`src/rtl/ofs_fim_eth_tx_arb_pkg.sv`:
```
// Shared types and helpers for the Ethernet TX AXI-S packet arbiter.
// The OFS_FIM_ETH_TX_ARB_PKT_CNT_EN build uses PKT_CNT_W for the per-port packet counters.
package ofs_fim_eth_tx_arb_pkg;

    localparam int PKT_CNT_W = 32;
    localparam int MAX_PORTS = 8;
    localparam int MAX_IDX_W = 3;

    typedef enum logic {
        IDLE = 1'b0,
        BUSY = 1'b1
    } arb_state_e;

    typedef struct packed {
        logic                 found;
        logic [MAX_IDX_W-1:0] idx;
    } rr_pick_t;

    // Unused request bits above NUM_PORTS are zero, so a modulo-8 walk gives
    // the same order as a modulo-NUM_PORTS walk for any ptr < NUM_PORTS.
    function automatic rr_pick_t rr_pick(input logic [MAX_PORTS-1:0] valid,
                                         input logic [MAX_IDX_W-1:0] ptr);
        rr_pick_t             r;
        logic [MAX_IDX_W-1:0] i;
        r = '0;
        for (int k = 0; k < MAX_PORTS; k++) begin
            i = ptr + MAX_IDX_W'(k);
            if (!r.found && valid[i]) begin
                r.found = 1'b1;
                r.idx   = i;
            end
        end
        return r;
    endfunction

endpackage

```
`src/rtl/ofs_fim_eth_axis_reg_slice.sv`:
```
// One-entry AXI-S register stage: outputs come straight from flops and hold
// while the downstream stalls.
module ofs_fim_eth_axis_reg_slice #(
    parameter int DATA_W = 64,
    parameter int KEEP_W = DATA_W / 8
) (
    input  logic              clk,
    input  logic              rst_n,
    input  logic              s_tvalid,
    output logic              s_tready,
    input  logic [DATA_W-1:0] s_tdata,
    input  logic [KEEP_W-1:0] s_tkeep,
    input  logic              s_tlast,
    input  logic              s_tuser_err,
    output logic              m_tvalid,
    input  logic              m_tready,
    output logic [DATA_W-1:0] m_tdata,
    output logic [KEEP_W-1:0] m_tkeep,
    output logic              m_tlast,
    output logic              m_tuser_err
);

    // Space exists when empty or when the held beat leaves this cycle.
    assign s_tready = ~m_tvalid | m_tready;

    // NOTE: clocked state uses <= so every flop samples pre-edge values,
    // independent of statement order or of other always blocks.
    always_ff @(posedge clk) begin
        if (!rst_n) begin
            // NOTE: payload flops are reset too so m_tdata/m_tkeep read zero
            // after reset, not just m_tvalid.
            m_tvalid    <= 1'b0;
            m_tdata     <= '0;
            m_tkeep     <= '0;
            m_tlast     <= 1'b0;
            m_tuser_err <= 1'b0;
        end else if (s_tvalid && s_tready) begin
            m_tvalid    <= 1'b1;
            m_tdata     <= s_tdata;
            m_tkeep     <= s_tkeep;
            m_tlast     <= s_tlast;
            m_tuser_err <= s_tuser_err;
        end else if (m_tready) begin
            m_tvalid    <= 1'b0;
        end
    end

endmodule

```
`src/rtl/ofs_fim_eth_tx_axis_pkt_arb.sv`:
```
// Packet-atomic round-robin arbiter merging NUM_PORTS AXI-S TX streams into one.
// Define OFS_FIM_ETH_TX_ARB_PKT_CNT_EN to add per-port packet counters (pkt_cnt, cnt_clr).
module ofs_fim_eth_tx_axis_pkt_arb
    import ofs_fim_eth_tx_arb_pkg::*;
#(
    parameter int NUM_PORTS = 4,
    parameter int DATA_W    = 64,
    parameter int KEEP_W    = DATA_W / 8
) (
    input  logic                           clk,
    input  logic                           rst_n,
    input  logic [NUM_PORTS-1:0]           s_tvalid,
    output logic [NUM_PORTS-1:0]           s_tready,
    input  logic [NUM_PORTS*DATA_W-1:0]    s_tdata,
    input  logic [NUM_PORTS*KEEP_W-1:0]    s_tkeep,
    input  logic [NUM_PORTS-1:0]           s_tlast,
    input  logic [NUM_PORTS-1:0]           s_tuser_err,
    output logic                           m_tvalid,
    input  logic                           m_tready,
    output logic [DATA_W-1:0]              m_tdata,
    output logic [KEEP_W-1:0]              m_tkeep,
    output logic                           m_tlast,
    output logic                           m_tuser_err,
    output logic [$clog2(NUM_PORTS)-1:0]   grant_id,
    output logic                           busy
`ifdef OFS_FIM_ETH_TX_ARB_PKT_CNT_EN
   ,input  logic                           cnt_clr,
    output logic [NUM_PORTS*PKT_CNT_W-1:0] pkt_cnt
`endif
);

    localparam int IDX_W = $clog2(NUM_PORTS);

    arb_state_e        state, state_next;
    logic [IDX_W-1:0]  rr_ptr, rr_ptr_next, grant_next;
    rr_pick_t          pick;

    logic              sel_valid, sel_last, sel_err;
    logic [DATA_W-1:0] sel_data;
    logic [KEEP_W-1:0] sel_keep;
    logic              slice_ready, accept;

    assign pick = rr_pick(MAX_PORTS'(s_tvalid), MAX_IDX_W'(rr_ptr));

    // Only the locked port feeds the slice, and only while BUSY.
    assign sel_valid = (state == BUSY) & s_tvalid[grant_id];
    assign sel_data  = s_tdata[grant_id*DATA_W +: DATA_W];
    assign sel_keep  = s_tkeep[grant_id*KEEP_W +: KEEP_W];
    assign sel_last  = s_tlast[grant_id];
    assign sel_err   = s_tuser_err[grant_id];
    assign accept    = sel_valid & slice_ready;
    assign busy      = (state == BUSY);

    always_comb begin
        // NOTE: every output of this block gets a default first so no path
        // leaves one unassigned and no latch is inferred.
        state_next  = state;
        grant_next  = grant_id;
        rr_ptr_next = rr_ptr;
        s_tready    = '0;
        case (state)
            IDLE: begin
                if (pick.found) begin
                    grant_next = IDX_W'(pick.idx);
                    state_next = BUSY;
                end
            end
            BUSY: begin
                s_tready[grant_id] = slice_ready;
                if (accept && sel_last) begin
                    state_next  = IDLE;
                    rr_ptr_next = (grant_id == IDX_W'(NUM_PORTS - 1)) ? '0 : grant_id + 1'b1;
                end
            end
            default: state_next = IDLE;
        endcase
    end

    always_ff @(posedge clk) begin
        if (!rst_n) begin
            state    <= IDLE;
            grant_id <= '0;
            rr_ptr   <= '0;
        end else begin
            state    <= state_next;
            grant_id <= grant_next;
            rr_ptr   <= rr_ptr_next;
        end
    end

    // A reset mid-packet leaves a truncated packet downstream; nothing recovers it.
    ofs_fim_eth_axis_reg_slice #(
        .DATA_W (DATA_W),
        .KEEP_W (KEEP_W)
    ) u_out_slice (
        .clk         (clk),
        .rst_n       (rst_n),
        .s_tvalid    (sel_valid),
        .s_tready    (slice_ready),
        .s_tdata     (sel_data),
        .s_tkeep     (sel_keep),
        .s_tlast     (sel_last),
        .s_tuser_err (sel_err),
        .m_tvalid    (m_tvalid),
        .m_tready    (m_tready),
        .m_tdata     (m_tdata),
        .m_tkeep     (m_tkeep),
        .m_tlast     (m_tlast),
        .m_tuser_err (m_tuser_err)
    );

`ifdef OFS_FIM_ETH_TX_ARB_PKT_CNT_EN
    // cnt_clr wins over an increment landing in the same cycle.
    always_ff @(posedge clk) begin
        for (int i = 0; i < NUM_PORTS; i++) begin
            if (!rst_n || cnt_clr) begin
                pkt_cnt[i*PKT_CNT_W +: PKT_CNT_W] <= '0;
            end else if (accept && sel_last && grant_id == IDX_W'(i)) begin
                pkt_cnt[i*PKT_CNT_W +: PKT_CNT_W] <= pkt_cnt[i*PKT_CNT_W +: PKT_CNT_W] + 1'b1;
            end
        end
    end
`endif

endmodule

```
`config.mk`:
```
export PLATFORM = sky130hd
export DESIGN_NAME = ofs_fim_eth_tx_axis_pkt_arb
export DESIGN_NICKNAME = d
export VERILOG_FILES = /design/src/rtl/ofs_fim_eth_tx_arb_pkg.sv /design/src/rtl/ofs_fim_eth_axis_reg_slice.sv /design/src/rtl/ofs_fim_eth_tx_axis_pkt_arb.sv
export SDC_FILE = /design/constraint.sdc
export NUM_CORES = 1
export LEC_CHECK = 0
export ABC_CLOCK_PERIOD_IN_PS = 2920
export CELL_PAD_IN_SITES_DETAIL_PLACEMENT = 2
export CELL_PAD_IN_SITES_GLOBAL_PLACEMENT = 2
export CORE_UTILIZATION = 19
export CTS_BUF_LIST = sky130_fd_sc_hd__clkbuf_8
export DETAILED_ROUTE_END_ITERATION = 16
export PLACE_DENSITY = 0.82
export SLEW_MARGIN = 10
export SYNTH_ARGS = -nofsm -noshare
export SYNTH_HDL_FRONTEND = slang
export SYNTH_SLANG_ARGS = --single-unit
```
`constraint.sdc`:
```
create_clock -name clk -period 2.92 [get_ports clk]
set_input_delay 0.584 -clock clk [delete_from_list [all_inputs] [get_ports clk]]
set_output_delay 0.584 -clock clk [all_outputs]
set_load 0.05 [all_outputs]
```
==> results of run 1 <==
[power by group]
part	switching (mW)	leakage (nW)	internal (mW)
sequential	0.0553	0.653	1.18
clock	0.434	0.110	0.501
combinational	0.857	2.49	0.902
[path summary, 6_finish.rpt]
kind,from,end,slack [ps],cells after the start
worst max-delay path,grant_id[0],s_tready[3],550,4
worst max register to register,rr_ptr[1],grant_id[0],660,7
worst min-delay path,u_out_slice.m_tdata[33],u_out_slice.m_tdata[33],460,2
worst min register to register,u_out_slice.m_tdata[33],u_out_slice.m_tdata[33],460,2
[registers in the layout, summed over array words and instances (netlist names)]
signal,cells
u_out_slice.m_tkeep,8
busy,1
grant_id,2
u_out_slice.m_tvalid,1
u_out_slice.m_tuser_err,1
rr_ptr,2
u_out_slice.m_tdata,64
u_out_slice.m_tlast,1
[cell usage in the layout (no fill, tap or decap), types with 2 or more instances in the layout]
cell             count
clkinvlp_4           2
nor2_1               4
ha_1                 6
and3_1               4
nor3_1               3
dfxtp_4              2
buf_4               12
mux2i_1              8
o211a_1              2
clkbuf_8            10
nor2b_1              2
or3_1                2
nand2b_1             4
mux4_2              75
dfxtp_1             78
bufinv_16            2
buf_12               5
a21oi_1              2
clkdlybuf4s50_1    379
o32ai_1              2
a211oi_1             2
a21boi_1            75
nand2_1            154
o21ai_0              2
inv_1                7
o22ai_1              4
[cell usage after synthesis, types with 3 or more instances]
master	n	area share
a21boi_1	75	0.11
nand2b_1	4	0.0047
nor3_1	3	0.0028
o22ai_1	4	0.0047
and3_1	4	0.0047
clkbuf_1	15	0.011
nand2_1	154	0.11
nor2_1	4	0.0028
mux2i_1	8	0.015
mux4_2	75	0.32
ha_1	6	0.014
buf_2	10	0.0095
dfxtp_1	80	0.30
inv_1	6	0.0043
buf_6	19	0.041
[per-layer routing]
layer	vias up	wire length, um	global-route usage
met4	0	417	0.0510
met2	189	12300	0.301
met5	-	0	0
met3	21	1460	0.0383
met1	2654	9060	0.181
li1	2538	-	-
[tightest hold or removal path: stages (launching register included)]
cell	delay, ps
dfxtp_1	310
nand2_1	50
a21boi_1	50
[per-stage QoR]
step           cell area (um2)  hold slack (ps)  instances
5_1_grt                   9630              468       1237
3_5_place_dp              9410              447       1220
4_1_cts                   9630              459       1236
3_3_place_gp              9410              440       1220
2_1_floorplan             5270              583        497
6_report                  9630              455       1237
[layout make-up]
type	instances	area (um2)
multi-input combinational	365	3320
timing repair buffer	397	3990
fill	2943	17500
tap	372	465
clock buffer	10	138
clock inverter	6	83.8
antenna	1	2.50
inverter	6	22.5
sequential	80	1610
[kinds of logic (layout without fill, tap and decap cells)]
group,count (synthesis),after routing
adders and majority gates,6,6
DFF,80,80
AOI/OAI and AO/OA,95,95
and+or+nand+nor,180,180
other,0,1
buffers and inverters,52,419
muxes,84,84
==> run_summary.xml, run 1 <==
<?xml version="1.0" encoding="UTF-8"?>
<metrics>
  <group name="clocking">
    <metric name="clk_transition_reported_paths" unit="ps">80</metric>
    <metric name="cts-resized-gates" unit="">0</metric>
    <metric name="postCtsHoldBufs" unit="">0</metric>
    <metric name="cts_tree" unit="">done</metric>
    <metric name="cts_post_setup_buffers_inserted" unit="">0</metric>
    <metric name="cts.sink_count" unit="">80</metric>
    <metric name="cts_max_level" unit="">3</metric>
    <metric name="insertion_delay" unit="ps">360</metric>
    <metric name="clock_tree_root_driver_cell" unit="">clkbuf_8</metric>
    <metric name="cts_inserted_buffers" unit="">9</metric>
    <metric name="clock_tree.buffer_depth" unit="">2</metric>
  </group>
  <group name="timing">
    <metric name="worst_slew_pin_slew" unit="ps">720</metric>
    <metric name="relSlewSlack" unit="">0.520</metric>
    <metric name="rsz0062_at_grt" unit="">false</metric>
    <metric name="hold_violations" unit="">0</metric>
    <metric name="layout_min_cycle_time" unit="ps">2370</metric>
    <metric name="timing.final.max_slew_violations" unit="">0</metric>
    <metric name="finalCritPeriodShare" unit="">0.812</metric>
    <metric name="clock-skew-final" unit="ps">8.95</metric>
    <metric name="fin_ws" unit="ps">549</metric>
    <metric name="achievable-frequency" unit="GHz">0.422</metric>
    <metric name="finalSetupViolations" unit="">0</metric>
    <metric name="tns" unit="ps">0</metric>
  </group>
  <group name="min_path">
    <metric name="min-delay-path-class" unit="">flop to flop</metric>
  </group>
  <group name="place">
    <metric name="finalWeightedCongestion" unit="">0.762</metric>
    <metric name="io_buffer_count" unit="">384</metric>
    <metric name="detailedPlace.worstSlack" unit="ps">328</metric>
    <metric name="dp_hpwl" unit="um">18800</metric>
  </group>
  <group name="critical_path">
    <metric name="worst_path_dominant_cell_family" unit="">buffers and inverters</metric>
    <metric name="worst_setup_path_start_kind" unit="">flop</metric>
    <metric name="cp_data_required_time" unit="ps">2340</metric>
    <metric name="arrival" unit="ps">1790</metric>
    <metric name="cp_cell_sequence" unit="">buf_4, ha_1, and3_1, buf_12</metric>
    <metric name="worstSetupPathType" unit="">flop to primary output</metric>
    <metric name="cpMaxStageDelayCell" unit="">dfxtp_4</metric>
    <metric name="path_buf_inv" unit="">2</metric>
    <metric name="worst_path_largest_cell_delay" unit="ps">430</metric>
    <metric name="timing.critical_path.to_type" unit="">primary output</metric>
    <metric name="critical_path_peak_fanout" unit="">21</metric>
  </group>
  <group name="global_routing">
    <metric name="grt_pass1_wl" unit="um">34900</metric>
    <metric name="grt_start_max_net_pins" unit="">43</metric>
    <metric name="grt_pass1_vias" unit="">6131</metric>
    <metric name="grt-ovfl-total" unit="">0</metric>
    <metric name="grtUsageTotal" unit="">0.162</metric>
    <metric name="antenna_found_initial" unit="">1</metric>
  </group>
  <group name="power_and_ir_drop">
    <metric name="total_leakage_power" unit="nW">3.26</metric>
    <metric name="power.density" unit="nW/um2">408</metric>
    <metric name="max-vdd-ir-drop" unit="mV">0.231</metric>
    <metric name="finalPower" unit="mW">3.93</metric>
  </group>
  <group name="logic_synthesis">
    <metric name="synthesis.instances" unit="">497</metric>
    <metric name="post_synth_instance_area" unit="um2">5270</metric>
    <metric name="post_synth_num_cell_types" unit="">38</metric>
    <metric name="dominant_combinational_cell_family_by_area_after_synthesis" unit="">multiplexers</metric>
    <metric name="synth-simple-area-share" unit="">0.140</metric>
    <metric name="async_flop_share" unit="">0</metric>
    <metric name="synth_compound_gate_area_share" unit="">0.137</metric>
    <metric name="synth_top_flop_cell" unit="">dfxtp_1</metric>
    <metric name="synth.ff_latch_count" unit="">80</metric>
    <metric name="synth_fa_ha_area_frac" unit="">0.0142</metric>
    <metric name="synthMuxAreaShare" unit="">0.338</metric>
    <metric name="syn_avg_cell_area" unit="um2">10.6</metric>
    <metric name="sequential_share_of_the_synthesized_area" unit="">0.304</metric>
    <metric name="synth-edff-count" unit="">0</metric>
    <metric name="mapped_nets" unit="">806</metric>
    <metric name="post_synthesis_share_of_cell_area_spent_on_xor_and_xnor_gates" unit="">0</metric>
    <metric name="ys.warnings.count" unit="">0</metric>
  </group>
  <group name="layout">
    <metric name="finish.net_count" unit="">1168</metric>
    <metric name="post-route-util" unit="">0.355</metric>
    <metric name="drive_above_1_share" unit="">0.133</metric>
    <metric name="syn_to_final_growth" unit="%">82.7</metric>
  </group>
  <group name="run_status">
    <metric name="status" unit="">complete, no violations</metric>
  </group>
  <group name="floorplan">
    <metric name="die_area" unit="um2">28400</metric>
    <metric name="design.portCount" unit="">385</metric>
    <metric name="die-height" unit="um">169</metric>
    <metric name="initial_utilization" unit="">0.195</metric>
    <metric name="die_x" unit="um">169</metric>
    <metric name="core_area" unit="um2">27100</metric>
    <metric name="row_count" unit="">60</metric>
  </group>
  <group name="detailed_routing">
    <metric name="post-route-drc-count" unit="">0</metric>
    <metric name="final_antenna_net_count" unit="">0</metric>
    <metric name="drtIter0Drc" unit="">154</metric>
    <metric name="num_vias" unit="">5402</metric>
    <metric name="routed_via_density" unit="">4.37</metric>
    <metric name="drt_first_pass_iters" unit="">4</metric>
    <metric name="post_drt_wl_per_cell" unit="um">18.8</metric>
    <metric name="finalWirelength" unit="um">23200</metric>
  </group>
  <group name="job">
    <metric name="max_cap_violations" unit="">0</metric>
  </group>
</metrics>
Power figures use the tool's default switching activity.
==> run 2, diff against run 1 <==
- ABC_CLOCK_PERIOD_IN_PS: 2920 -> 2300
- clock period: 2.92 -> 2.3 ns (I/O delays scaled with it)
==> run 2 against run 1 <==
Against the previous run:
- first-iteration DRC count down 23%
- final cell count rose by 0.49%
- via count increased by 1.9%
- register-to-register slack lost 530 ps
- count of clock-buffer cells in the layout decreased by 1
- die area stayed put
- sequential share of layout area fell by 0.15 points
- routed wire length up 3.0%
- highest routed layer unchanged
==> run_summary.xml, run 2 (synthesis gave the netlist of run 1 again) <==
<?xml version="1.0" encoding="UTF-8"?>
<metrics>
  <group name="run_status">
    <metric name="status" unit="">complete, no violations</metric>
  </group>
  <group name="global_routing">
    <metric name="grt_pass1_wl" unit="um">36100</metric>
    <metric name="grt-ovfl-total" unit="">0</metric>
    <metric name="grt_pass1_vias" unit="">6289</metric>
    <metric name="grtUsageTotal" unit="">0.168</metric>
    <metric name="grt_start_max_net_pins" unit="">64</metric>
    <metric name="antenna_found_initial" unit="">0</metric>
  </group>
  <group name="power_and_ir_drop">
    <metric name="total_leakage_power" unit="nW">3.31</metric>
    <metric name="power.density" unit="nW/um2">506</metric>
    <metric name="max-vdd-ir-drop" unit="mV">0.304</metric>
    <metric name="finalPower" unit="mW">4.91</metric>
  </group>
  <group name="critical_path">
    <metric name="arrival" unit="ps">2420</metric>
    <metric name="cpMaxStageDelayCell" unit="">ha_4</metric>
    <metric name="worstSetupPathType" unit="">flop to flop</metric>
    <metric name="critical_path_peak_fanout" unit="">8</metric>
    <metric name="timing.critical_path.to_type" unit="">flop</metric>
    <metric name="path_buf_inv" unit="">1</metric>
    <metric name="worst_path_dominant_cell_family" unit="">compound AO/OA/AOI/OAI gates</metric>
    <metric name="worst_path_largest_cell_delay" unit="ps">350</metric>
    <metric name="worst_setup_path_start_kind" unit="">flop</metric>
    <metric name="cp_cell_sequence" unit="">inv_1, ha_4, mux2i_1, o22ai_1, a311oi_2, a211oi_1, o32ai_1</metric>
    <metric name="cp_data_required_time" unit="ps">2550</metric>
  </group>
  <group name="timing">
    <metric name="worst_slew_pin_slew" unit="ps">580</metric>
    <metric name="layout_min_cycle_time" unit="ps">2170</metric>
    <metric name="achievable-frequency" unit="GHz">0.461</metric>
    <metric name="clock-skew-final" unit="ps">9.84</metric>
    <metric name="finalCritPeriodShare" unit="">0.943</metric>
    <metric name="timing.final.max_slew_violations" unit="">0</metric>
    <metric name="hold_violations" unit="">0</metric>
    <metric name="rsz0062_at_grt" unit="">false</metric>
    <metric name="finalHoldWorstSlack" unit="ps">457</metric>
    <metric name="finalSetupViolations" unit="">0</metric>
    <metric name="relSlewSlack" unit="">0.612</metric>
  </group>
  <group name="clocking">
    <metric name="postCtsHoldBufs" unit="">0</metric>
    <metric name="clock_tree_root_driver_cell" unit="">clkbuf_8</metric>
    <metric name="clock_tree.buffer_depth" unit="">2</metric>
    <metric name="cts_max_level" unit="">3</metric>
    <metric name="clk_transition_reported_paths" unit="ps">80</metric>
    <metric name="cts_inserted_buffers" unit="">9</metric>
    <metric name="cts_tree" unit="">done</metric>
    <metric name="insertion_delay" unit="ps">360</metric>
    <metric name="cts-resized-gates" unit="">2</metric>
    <metric name="cts_post_setup_buffers_inserted" unit="">0</metric>
    <metric name="cts.sink_count" unit="">80</metric>
  </group>
  <group name="detailed_routing">
    <metric name="routed_via_density" unit="">4.43</metric>
    <metric name="drt_first_pass_iters" unit="">4</metric>
    <metric name="final_antenna_net_count" unit="">0</metric>
    <metric name="drtIter0Drc" unit="">118</metric>
    <metric name="finalWirelength" unit="um">23900</metric>
    <metric name="post-route-drc-count" unit="">0</metric>
    <metric name="num_vias" unit="">5504</metric>
    <metric name="post_drt_wl_per_cell" unit="um">19.3</metric>
  </group>
  <group name="layout">
    <metric name="drive_above_1_share" unit="">0.144</metric>
    <metric name="biggestRegsByFlops" unit="">u_out_slice.m_tdata (64), u_out_slice.m_tkeep (8)</metric>
    <metric name="antenna_cells" unit="">0</metric>
    <metric name="top_register" unit="">u_out_slice.m_tdata</metric>
    <metric name="finish.net_count" unit="">1175</metric>
    <metric name="largest_register_ff_count" unit="">64</metric>
    <metric name="syn_to_final_growth" unit="%">84.3</metric>
    <metric name="layout_commonest_cell" unit="">clkdlybuf4s50_1</metric>
    <metric name="layout.cells.most_common_list" unit="">376 x clkdlybuf4s50_1, 154 x nand2_1, 78 x dfxtp_1</metric>
  </group>
  <group name="floorplan">
    <metric name="initial_utilization" unit="">0.195</metric>
    <metric name="die_x" unit="um">169</metric>
    <metric name="row_count" unit="">60</metric>
    <metric name="die_area" unit="um2">28400</metric>
    <metric name="core_area" unit="um2">27100</metric>
    <metric name="die-height" unit="um">169</metric>
    <metric name="design.portCount" unit="">385</metric>
  </group>
  <group name="job">
    <metric name="max_cap_violations" unit="">0</metric>
  </group>
  <group name="place">
    <metric name="io_buffer_count" unit="">384</metric>
    <metric name="finalWeightedCongestion" unit="">0.788</metric>
    <metric name="dp_hpwl" unit="um">19400</metric>
  </group>
  <group name="min_path">
    <metric name="min-delay-path-class" unit="">flop to flop</metric>
  </group>
</metrics>
## run 2: report_power, final
group	switching (mW)	internal, mW
sequential	0.0843	1.50
clock	0.557	0.493
combinational	1.10	1.18
## run 2: worst paths after layout
kind	endpoint	slack [ps]	cells after the start	from
max	grant_id[1]	130	7	rr_ptr[0]
max reg2reg	grant_id[1]	130	7	rr_ptr[0]
min	u_out_slice.m_tkeep[4]	460	2	u_out_slice.m_tkeep[4]
min reg2reg	u_out_slice.m_tkeep[4]	460	2	u_out_slice.m_tkeep[4]
## run 2: layout make-up
class                           instances  area [um2]
Tap cell                              372         465
Timing Repair Buffer                  404        4100
Fill cell                            2929       17400
Inverter                                6        22.5
Sequential cell                        80        1610
Clock buffer                            9         124
Multi-Input combinational cell        365        3330
Clock inverter                          7        63.8
## run 2: worst min-delay path, cell delays in order (launching register included)
cell and delay (ps):
dfxtp_1 310, nand2_1 50, a21boi_1 50
## run 2: metal layers
| metal | vias up | global-route usage | share of wire |
|---|---|---|---|
| met1 | 2719 | 0.180 | 0.38 |
| met2 | 203 | 0.322 | 0.54 |
| met3 | 27 | 0.0388 | 0.063 |
| met4 | 0 | 0.0557 | 0.021 |
| li1 | 2555 | - | - |
| met5 | - | 0 | 0 |
## run 2: through the flow
stage / utilization / TNS (ps) / area [um2] / instances / setup WS, ps
6_report: 0.359 / 0 / 9720 / 1243 / 131
5_1_grt: 0.359 / 0 / 9720 / 1243 / 37.4
4_1_cts: 0.358 / 0 / 9710 / 1243 / 8.64
3_5_place_dp: 0.351 / -228 / 9510 / 1227 / -103
3_3_place_gp: 0.351 / -31.5 / 9510 / 1227 / -19.8
2_1_floorplan: - / 0 / 5270 / 497 / 90.5
